[config.mk]
export PLATFORM = sky130hd
export DESIGN_NAME = c64_mouse_1351
export DESIGN_NICKNAME = d
export VERILOG_FILES = /design/src/rtl/c64_mouse_1351.sv
export SDC_FILE = /design/constraint.sdc
export NUM_CORES = 1
export LEC_CHECK = 0
export BUFFER_PORTS_ARGS = -buffer_cell sky130_fd_sc_hd__buf_2
export CAP_MARGIN = 30
export CORE_MARGIN = 10
export CORE_UTILIZATION = 60
export CTS_CLUSTER_DIAMETER = 120
export DETAILED_ROUTE_END_ITERATION = 8
export PLACE_DENSITY_LB_ADDON = 0.15
export SYNTH_ARGS = -nofsm -noshare
export SYNTH_HDL_FRONTEND = slang
export SYNTH_SLANG_ARGS = --single-unit
[constraint.sdc]
create_clock -name clk -period 6 [get_ports clk]
set_input_delay 0.3 -clock clk [delete_from_list [all_inputs] [get_ports clk]]
set_output_delay 0.3 -clock clk [all_outputs]
set_load 0.01 [all_outputs]
[src/rtl/c64_mouse_1351.sv]
// Commodore 1351 proportional-mouse emulator: HID deltas -> SID POTX/POTY + joystick buttons.
// Latency: every output is registered, one clock after its cause; positions move only on ticks.
// Backpressure: none; strobes are always accepted, excess movement saturates in the accumulators.
//
// Ports:
//   clk, reset            core clock, synchronous active-high reset
//   enable                emulation active; low forces the block idle (pos is retained)
//   mouse_btns[1:0]       {right, left}, active-high, sampled on mouse_strobe
//   mouse_x/mouse_y[7:0]  signed deltas (Y positive = down), sampled on mouse_strobe
//   mouse_strobe          one-cycle pulse qualifying btns/x/y
//   pot_x/pot_y[7:0]      {1'b0, pos[5:0], noise}; 8'hFF while disabled
//   mouse_joy[4:0]        active-low {fire, right, left, down, up}
//   busy                  pending movement not yet metered out
module c64_mouse_1351 #(
  parameter int UPDATE_DIV = 32000,
  parameter int MAX_STEP   = 31
) (
  input  logic       clk,
  input  logic       reset,
  input  logic       enable,
  input  logic [1:0] mouse_btns,
  input  logic [7:0] mouse_x,
  input  logic [7:0] mouse_y,
  input  logic       mouse_strobe,
  output logic [7:0] pot_x,
  output logic [7:0] pot_y,
  output logic [4:0] mouse_joy,
  output logic       busy
);

  localparam int CW = (UPDATE_DIV > 2) ? $clog2(UPDATE_DIV) : 1;
  localparam logic [CW-1:0] TICK_LAST = CW'(UPDATE_DIV - 1);
  localparam logic signed [9:0] STEP_HI = 10'(MAX_STEP);
  localparam logic signed [9:0] STEP_LO = -10'(MAX_STEP);

  logic [CW-1:0]      tick_cnt, tick_cnt_nx;
  logic signed [9:0]  pend_x, pend_y, pend_x_nx, pend_y_nx;
  logic [5:0]         pos_x, pos_y, pos_x_nx, pos_y_nx;
  logic [7:0]         lfsr, lfsr_nx;
  logic               btn_l, btn_r, btn_l_nx, btn_r_nx;
  logic               tick, take;
  logic signed [5:0]  step_x, step_y;
  logic signed [11:0] dx, dy;

  // Per-tick movement limit; step fits in 6 bits signed since MAX_STEP <= 31.
  function automatic logic signed [5:0] clamp_step(input logic signed [9:0] p);
    logic signed [9:0] c;
    c = p;
    if (p > STEP_HI) c = STEP_HI;
    if (p < STEP_LO) c = STEP_LO;
    return c[5:0];
  endfunction

  // Clamp a widened accumulator result back into the 10-bit signed range.
  function automatic logic signed [9:0] sat10(input logic signed [11:0] v);
    logic signed [9:0] r;
    r = v[9:0];
    if (v > 12'sd511)  r = 10'sd511;
    if (v < -12'sd512) r = -10'sd512;
    return r;
  endfunction

  always_comb begin
    tick   = enable && (tick_cnt == TICK_LAST);
    take   = enable && mouse_strobe;
    step_x = tick ? clamp_step(pend_x) : 6'sd0;
    step_y = tick ? clamp_step(pend_y) : 6'sd0;
    // Y is inverted so that moving the mouse up increases POTY.
    dx     = take ? {{4{mouse_x[7]}}, mouse_x} : 12'sd0;
    dy     = take ? -{{4{mouse_y[7]}}, mouse_y} : 12'sd0;

    tick_cnt_nx = '0;
    pend_x_nx   = '0;
    pend_y_nx   = '0;
    pos_x_nx    = pos_x;
    pos_y_nx    = pos_y;
    lfsr_nx     = lfsr;
    btn_l_nx    = 1'b0;
    btn_r_nx    = 1'b0;

    if (enable) begin
      tick_cnt_nx = tick ? '0 : tick_cnt + CW'(1);
      // Step comes from the old pend, so a strobe coinciding with a tick loses nothing.
      pend_x_nx   = sat10({{2{pend_x[9]}}, pend_x} - {{6{step_x[5]}}, step_x} + dx);
      pend_y_nx   = sat10({{2{pend_y[9]}}, pend_y} - {{6{step_y[5]}}, step_y} + dy);
      pos_x_nx    = pos_x + $unsigned(step_x);
      pos_y_nx    = pos_y + $unsigned(step_y);
      if (tick) lfsr_nx = {lfsr[6:0], lfsr[7] ^ lfsr[5] ^ lfsr[4] ^ lfsr[3]};
      btn_l_nx    = take ? mouse_btns[0] : btn_l;
      btn_r_nx    = take ? mouse_btns[1] : btn_r;
    end
  end

  always_ff @(posedge clk) begin
    if (reset) begin
      tick_cnt  <= '0;
      pend_x    <= '0;
      pend_y    <= '0;
      pos_x     <= '0;
      pos_y     <= '0;
      lfsr      <= 8'hA5;
      btn_l     <= 1'b0;
      btn_r     <= 1'b0;
      pot_x     <= 8'h01;
      pot_y     <= 8'h01;
      mouse_joy <= 5'b11111;
      busy      <= 1'b0;
    end else begin
      tick_cnt  <= tick_cnt_nx;
      pend_x    <= pend_x_nx;
      pend_y    <= pend_y_nx;
      pos_x     <= pos_x_nx;
      pos_y     <= pos_y_nx;
      lfsr      <= lfsr_nx;
      btn_l     <= btn_l_nx;
      btn_r     <= btn_r_nx;
      pot_x     <= enable ? {1'b0, pos_x_nx, lfsr_nx[0]} : 8'hFF;
      pot_y     <= enable ? {1'b0, pos_y_nx, lfsr_nx[0]} : 8'hFF;
      mouse_joy <= enable ? {~btn_l_nx, 3'b111, ~btn_r_nx} : 5'b11111;
      busy      <= (pend_x_nx != 10'sd0) || (pend_y_nx != 10'sd0);
    end
  end

endmodule

==> summary.txt, run 1 <==
Run status
  – Status: finished, final reports clean

Place
  – HPWL after DPL: 10500 um
  – Port bufs: 40
  – Placed Instances: about 810
  – Dpl ws: 0.711 ns
  – Placer Congestion: about 0.98

Clock tree
  – Clock Pin Slew Worst Setup and Hold Paths: ~0.080 ns
  – Clock Tree Buf Depth: 2
  – CTS tree: yes
  – # resized after CTS: 0
  – CTS Hold Bufs: 0
  – Number of buffers added for setup after CTS: 0
  – Sink Count: between 70 and 80
  – Root Buffer Master: clkbuf_8
  – Clk Latency, worst-skew pair: roughly 0.35 ns
  – CTS Buf Count: 9
  – H-tree levels: 3

Worst setup path
  – Setup CP Type: flip-flop to flip-flop
  – Worst EP required: a little over 6 ns
  – WP data arrival: around 5.6 ns
  – Crit. End Element: flip-flop
  – Startpoint types: flip-flop
  – Worst-path maximum fanout: 9

GRT
  – Total grt overflow: 0
  – Vias in the first global route: between 4000 and 5000
  – Antenna violations before repair: 0
  – Largest net degree at the start of global routing: 34
  – Global-route wire length before repair: roughly 22000 um
  – GRT Total Usage: 19.8%

Timing
  – Rel. slew slack: 42.0%
  – Final worst slack: between 0.6 and 0.7 ns
  – RSZ-0062 raised after global routing: no
  – Final Hold Fails: 0
  – Final Setup Violations: 0
  – Tcrit/Tclk final: 89.4%
  – Worst-margin pin slew: 0.867 ns
  – Fin crit period: 5.36 ns
  – Fin Hold WS: roughly 0.26 ns
  – Clock Skew: 0.0136 ns
  – Max Freq: about 190 MHz
  – Max Slew Vio Count: 0
  – Setup TNS: 0 ns

Floorplan
  – Die extent in x: between 100 and 150 um
  – Initial Utilization: about 62%
  – Die Ht: around 120 um
  – Floorplan row count: 34
  – Core area: 0.00876 mm^2
  – Die area: 0.0133 mm^2
  – Io pins: 44

Power
  – PwrDens: ~380 mW/mm^2
  – Reg power frac: about a quarter
  – Psw: 0.987 mW
  – Switching Fraction: a little over two fifths
  – Pint: 1.28 mW
  – Clock power frac: a little under a fifth
  – Logic pwr share: a little under three fifths
  – Static Leak: approximately 2.7 nW
  – Worst ir drop on vdd: 0.260 mV

Synthesis
  – Ys async rst share: 0%
  – Post-synthesis cell type count: 72
  – Synth Flop Type: dfxtp_1
  – FF+latch count, synth: 74
  – Yosys synthesis warning count: 0
  – Mapped Cells: approximately 670
  – Syn Area/Cell: 8.14 um^2
  – Synth Cell Area: 0.00544 mm^2
  – Sequential share of the synthesized area: a little over a quarter
  – Post-synth EDFFs: 0

Job
  – Max Cap Violations: 0

Route
  – Via count: 4767
  – 1st-iter DRT viols: between 200 and 250
  – 1st-pass router iterations: 4
  – WL per Instance: 15.9 um
  – Post-route ant nets: 0
  – Routed wire length: approximately 13000 um
  – Vias per cell: ~5.8
  – DRC viols: 0

Layout
  – Share of cells above drive strength 1: between 10 and 15%
  – Antenna diodes: 0
  – Fin cells: 820
  – Register Area: approximately 0.0015 mm^2
  – Multi-input gate area: approximately 0.0037 mm^2
  – Fill count: 760
  – Final core area utilization: between 60% and 70%
  – # nets final: 792
  – Synth-to-Final Area Change: 9.06%

Worst hold path
  – HP Class: primary input to flip-flop
placed cells by master (no fill, tap or decap), types with 6 or more instances in the layout:
cell type and instances:
nand3_1 13, dfxtp_1 74, nor2_1 90, ha_1 56, o21ai_0 33, nor3_1 9
mux2i_1 12, nand2_1 39, a211oi_1 7, a21o_1 12, buf_2 40, and3_1 13
clkbuf_8 9, nand2b_1 8, xor2_1 16, a21oi_1 51, inv_1 54, nor4_1 11
o21a_1 6, nor2b_1 15, xnor2_1 35, a211o_1 7, fa_1 6
registers in the layout (all words and copies together), names as in the netlist, 2 cells and up:
| register | flops |
|---|---|
| pend_y | 10 |
| pos_y | 6 |
| tick_cnt | 15 |
| pot_x | 7 |
| lfsr | 8 |
| mouse_joy | 2 |
| pot_y | 7 |
| pos_x | 6 |
| pend_x | 10 |
cell type report:
cell class / count / share of cell area, %
clock buffers: 9 / 2.09
inverters: 54 / 3.42
clock inverters: 6 / 1.56
well taps: 108 / 2.28
multi-input cells: 526 / 61.9
flip-flops and latches: 74 / 25.0
repair buffers: 43 / 3.75
worst max-delay path, stage by stage (launching register included):
cell and delay [ns]:
dfxtp_1 0.37, ha_1 0.20, nand3_1 0.11, nor2_1 0.17, and3_1 0.27, nand3_1 0.12, nor2_1 0.22, o21ai_0 0.25
inv_1 0.18, fa_1 0.22, nor2b_1 0.08, o31ai_1 0.46, a21o_1 0.26, a21boi_0 0.37, ha_1 0.32, or2_2 0.16
o31ai_1 0.10, a211oi_1 0.48, o21ai_0 0.17, and4b_1 0.26, o31ai_4 0.39, a21oi_1 0.08
synthesized netlist by cell type, drive strengths merged, types with 4 or more instances:
| cell type | instances | area [um^2] |
|---|---|---|
| or3 | 4 | 25.0 |
| nand2 | 42 | 170 |
| nor4 | 11 | 68.8 |
| nor2 | 90 | 338 |
| a211o | 7 | 61.3 |
| a21oi | 53 | 273 |
| and2 | 4 | 25.0 |
| nor2b | 15 | 93.8 |
| clkbuf | 7 | 26.3 |
| fa | 6 | 120 |
| inv | 54 | 203 |
| a21o | 12 | 90.1 |
| xor2 | 17 | 156 |
| ha | 56 | 701 |
| o21a | 6 | 45.0 |
| and3 | 13 | 81.3 |
| nor3 | 9 | 45.0 |
| nand4 | 5 | 31.3 |
| nand3 | 13 | 65.1 |
| o21ai | 36 | 180 |
| a21boi | 5 | 37.5 |
| dfxtp | 74 | 1480 |
| mux2i | 12 | 120 |
| a211oi | 8 | 65.1 |
| buf | 9 | 62.6 |
| nand2b | 8 | 50.1 |
| or2 | 8 | 50.1 |
| xnor2 | 35 | 307 |
final timing paths:
check / from / to / slack [ns] / cells past startpoint
hold / removal: mouse_btns[1] / mouse_joy[0] / 0.26 / 3
setup / recovery: tick_cnt[0] / pend_y[8] / 0.64 / 21
setup reg to reg: tick_cnt[0] / pend_y[8] / 0.64 / 21
hold reg to reg: tick_cnt[0] / tick_cnt[0] / 0.47 / 1
cells by family after synthesis:
family                   count (synthesis)  synth area share (%)
XOR/XNOR                                52                  8.51
other                                    1                0.0689
buffers and inverters                   70                  5.36
adder cells (fa/ha/maj)                 62                  15.1
AO/OA/AOI/OAI                          159                  19.6
AND/OR/NAND/NOR                        236                  21.6
multiplexers                            14                  2.62
flip-flops                              74                  27.2
power by group through the flow:
stage | logic (mW) | clock network, mW | registers, mW
floorplan | 0.986 | 0 | 0.573
global placement | 1.22 | 0 | 0.580
detailed placement | 1.24 | 0 | 0.582
CTS | 1.25 | 0.431 | 0.571
global route | 1.41 | 0.450 | 0.576
finish | 1.27 | 0.427 | 0.572
through the flow:
step / area [um^2] / power (mW)
floorplan: 5450 / 1.56
global placement: 5720 / 1.80
detailed placement: 5720 / 1.83
CTS: 5930 / 2.26
global route: 5930 / 2.44
finish: 5930 / 2.26
per-layer routing:
| metal | global-route usage [%] | part of all wire [%] | up-vias |
|---|---|---|---|
| li1 | - | - | 2416 |
| met4 | 7.84 | 2.7 | 0 |
| met5 | 0 | 0 | - |
| met2 | 35.1 | 50 | 93 |
| met3 | 2.86 | 3.1 | 32 |
| met1 | 23.5 | 44 | 2226 |
Note: power is estimated with default switching activity, not from simulation.
==> inputs of run 2 (changes only) <==
--- a/config.mk
+++ b/config.mk
@@ -7,8 +7,10 @@
 export LEC_CHECK = 0
 export BUFFER_PORTS_ARGS = -buffer_cell sky130_fd_sc_hd__buf_2
 export CAP_MARGIN = 30
+export CELL_PAD_IN_SITES_DETAIL_PLACEMENT = 0
+export CELL_PAD_IN_SITES_GLOBAL_PLACEMENT = 1
 export CORE_MARGIN = 10
-export CORE_UTILIZATION = 60
+export CORE_UTILIZATION = 46
 export CTS_CLUSTER_DIAMETER = 120
 export DETAILED_ROUTE_END_ITERATION = 8
 export PLACE_DENSITY_LB_ADDON = 0.15
==> constraint.sdc (replaced) <==
create_clock -name clk -period 6 [get_ports clk]
set_input_delay 0.3 -clock clk [delete_from_list [all_inputs] [get_ports clk]]
set_output_delay 0.3 -clock clk [all_outputs]
set_load 0.005 [all_outputs]
==> run 2 against run 1 <==
Sequential power is 0.7% higher. Sequential share of layout area decreased by 0.58 points. Flip-flop and latch count is the same. Non-clock buffer count grew 1. Die area up 25%. Final cell count grew 4.5%. First-iteration DRC count is 20% higher. Critical endpoint is now pend_x[8]. Power increased by 4.9%. Register-to-register slack is essentially flat. Via count decreased by 1.8%.
==> summary.txt, run 2 (synthesis gave the netlist of run 1 again) <==
Clock tree
  – CTS tree: yes (unchanged)
  – Clock Tree Buf Depth: 2 (unchanged)
  – CTS Hold Bufs: 0 (unchanged)
  – Number of buffers added for setup after CTS: 0 (unchanged)
  – Sink Count: 74 (unchanged)
  – H-tree levels: 3 (unchanged)
  – Clock Pin Slew Worst Setup and Hold Paths: 0.06 ns (was 0.08 ns)
  – CTS Buf Count: 9 (unchanged)
  – Clk Latency, worst-skew pair: 0.34 ns (was 0.35 ns)
  – Root Buffer Master: clkbuf_16 (was clkbuf_8)
  – # resized after CTS: 0 (unchanged)

Worst hold path
  – HP Class: primary input to flip-flop (unchanged)

Route
  – WL per Instance: 15.1 um (was 15.9 um)
  – Via count: 4680 (was 4767)
  – 1st-iter DRT viols: 243 (was 202)
  – Routed wire length: 12900 um (was 13100 um)
  – Vias per cell: 5.46 (was 5.81)
  – Post-route ant nets: 0 (unchanged)
  – 1st-pass router iterations: 4 (unchanged)
  – DRC viols: 0 (unchanged)

GRT
  – Largest net degree at the start of global routing: 34 (unchanged)
  – GRT Total Usage: 15.8% (was 19.8%)
  – Total grt overflow: 0 (unchanged)
  – Antenna violations before repair: 0 (unchanged)
  – Global-route wire length before repair: 21400 um (was 22000 um)
  – Vias in the first global route: 4492 (was 4797)

Place
  – Placer Congestion: 0.866 (was 0.980)
  – Placed cell area: 0.00577 mm^2 (was 0.00572 mm^2)
  – Dpl ws: 0.707 ns (was 0.711 ns)
  – HPWL after DPL: 10500 um (about the same)
  – Port bufs: 40 (unchanged)

Layout
  – Share of cells above drive strength 1: 11.5% (was 11.2%)
  – Synth-to-Final Area Change: 11.7% (was 9.06%)
  – # nets final: 793 (was 792)
  – Most common cell after layout, fill and taps aside: nor2_1 (unchanged)
  – Antenna diodes: 0 (unchanged)
  – Final instance area: 0.00607 mm^2 (was 0.00593 mm^2)
  – Most frequent cells in the layout: nor2_1, dfxtp_1, ha_1 (unchanged)
  – Largest register FFs: 15 (unchanged)
  – Biggest regs: tick_cnt x15, pend_x x10, pend_y x10 (unchanged)
  – Fill count: 1118 (was 760)
  – Largest Register: tick_cnt (unchanged)

Power
  – Static Leak: 2.79 nW (was 2.74 nW)
  – Worst ir drop on vdd: 0.315 mV (was 0.260 mV)
  – PwrDens: 391 mW/mm^2 (was 382 mW/mm^2)
  – Tot Pwr: 2.38 mW (was 2.26 mW)

Floorplan
  – Die extent in x: 129 um (was 115 um)
  – Die area: 0.0166 mm^2 (was 0.0133 mm^2)
  – Floorplan row count: 39 (was 34)
  – Initial Utilization: 47.2% (was 62.1%)
  – Io pins: 44 (unchanged)
  – Core area: 0.0115 mm^2 (was 0.00876 mm^2)
  – Die Ht: 129 um (was 115 um)

Timing
  – Max Slew Vio Count: 0 (unchanged)
  – RSZ-0062 raised after global routing: no (unchanged)
  – Final worst slack: 0.639 ns (was 0.636 ns)
  – Max Freq: 187 MHz (was 186 MHz)
  – Tcrit/Tclk final: 89.4% (about the same)
  – Worst-margin pin slew: 0.611 ns (was 0.867 ns)
  – Final Hold Fails: 0 (unchanged)
  – Clock Skew: 0.00873 ns (was 0.0136 ns)
  – Final Setup Violations: 0 (unchanged)
  – Setup TNS: 0 ns (unchanged)
  – Rel. slew slack: 58.9% (was 42.0%)
  – Fin crit period: 5.36 ns (about the same)

Worst setup path
  – Crit. End Element: flip-flop (unchanged)
  – Worst-path maximum fanout: 17 (was 9)
  – Startpoint types: flip-flop (unchanged)
  – Worst EP required: 6.20 ns (was 6.23 ns)
  – Setup CP Type: flip-flop to flip-flop (unchanged)
  – WP data arrival: 5.56 ns (was 5.59 ns)

Job
  – Max Cap Violations: 0 (unchanged)

Run status
  – Status: finished, final reports clean (unchanged)
[run 2: critical path, cell delays in order (launching register included)]
cell and delay [ns]:
dfxtp_1 0.38, ha_1 0.20, nand3_1 0.11, nor2_1 0.18, and3_1 0.27, nand3_1 0.13, buf_4 0.24, nor2_1 0.19
o21ai_0 0.22, ha_1 0.32, nor2b_1 0.12, o21ai_0 0.20, a21boi_0 0.16, o21ai_0 0.24, a21oi_1 0.12, nor2_1 0.17
xnor2_1 0.10, ha_1 0.36, nand4_1 0.13, a211o_1 0.30, and2_1 0.14, a211oi_1 0.32, o21ai_0 0.21, nand2_1 0.29
a31oi_1 0.12
[run 2: report_power, final]
part           switching (mW)  leakage [nW]  internal, mW
clock network           0.220         0.147         0.328
registers              0.0400         0.604         0.536
logic                   0.744          2.04         0.508
[run 2: layout make-up]
type                            instances  area, um^2  area share (%)
Timing Repair Buffer                   44         230            3.79
Clock inverter                          7        81.3            1.34
Multi-Input combinational cell        526        3670            60.5
Inverter                               54         203            3.34
Clock buffer                            9         225            3.71
Tap cell                              143         179            2.95
Sequential cell                        74        1480            24.4
[run 2: stage by stage]
| stage | hold slack [ns] | std cells | util, % |
|---|---|---|---|
| 3_3_place_gp | 0.438 | 841 | 50.1 |
| 2_1_floorplan | 0.389 | 670 | - |
| 3_5_place_dp | 0.452 | 841 | 50.1 |
| 5_1_grt | 0.306 | 857 | 52.7 |
| 4_1_cts | 0.274 | 857 | 52.7 |
| 6_report | 0.284 | 857 | 52.7 |
[run 2: final timing paths]
kind	startpoint	endpoint	slack, ns	depth (start not counted)
worst max register to register	tick_cnt[0]	pend_x[8]	0.64	24
worst min register to register	pos_y[4]	pos_y[4]	0.46	2
worst max-delay path	tick_cnt[0]	pend_x[8]	0.64	24
worst min-delay path	mouse_btns[1]	mouse_joy[0]	0.28	3
[run 2: metal layers]
metal	vias up	track usage (%)	wire (um)
met5	-	0	0
met4	0	6.09	235
met3	19	2.05	330
met2	65	26.9	6220
met1	2161	19.8	6150
li1	2435	-	-
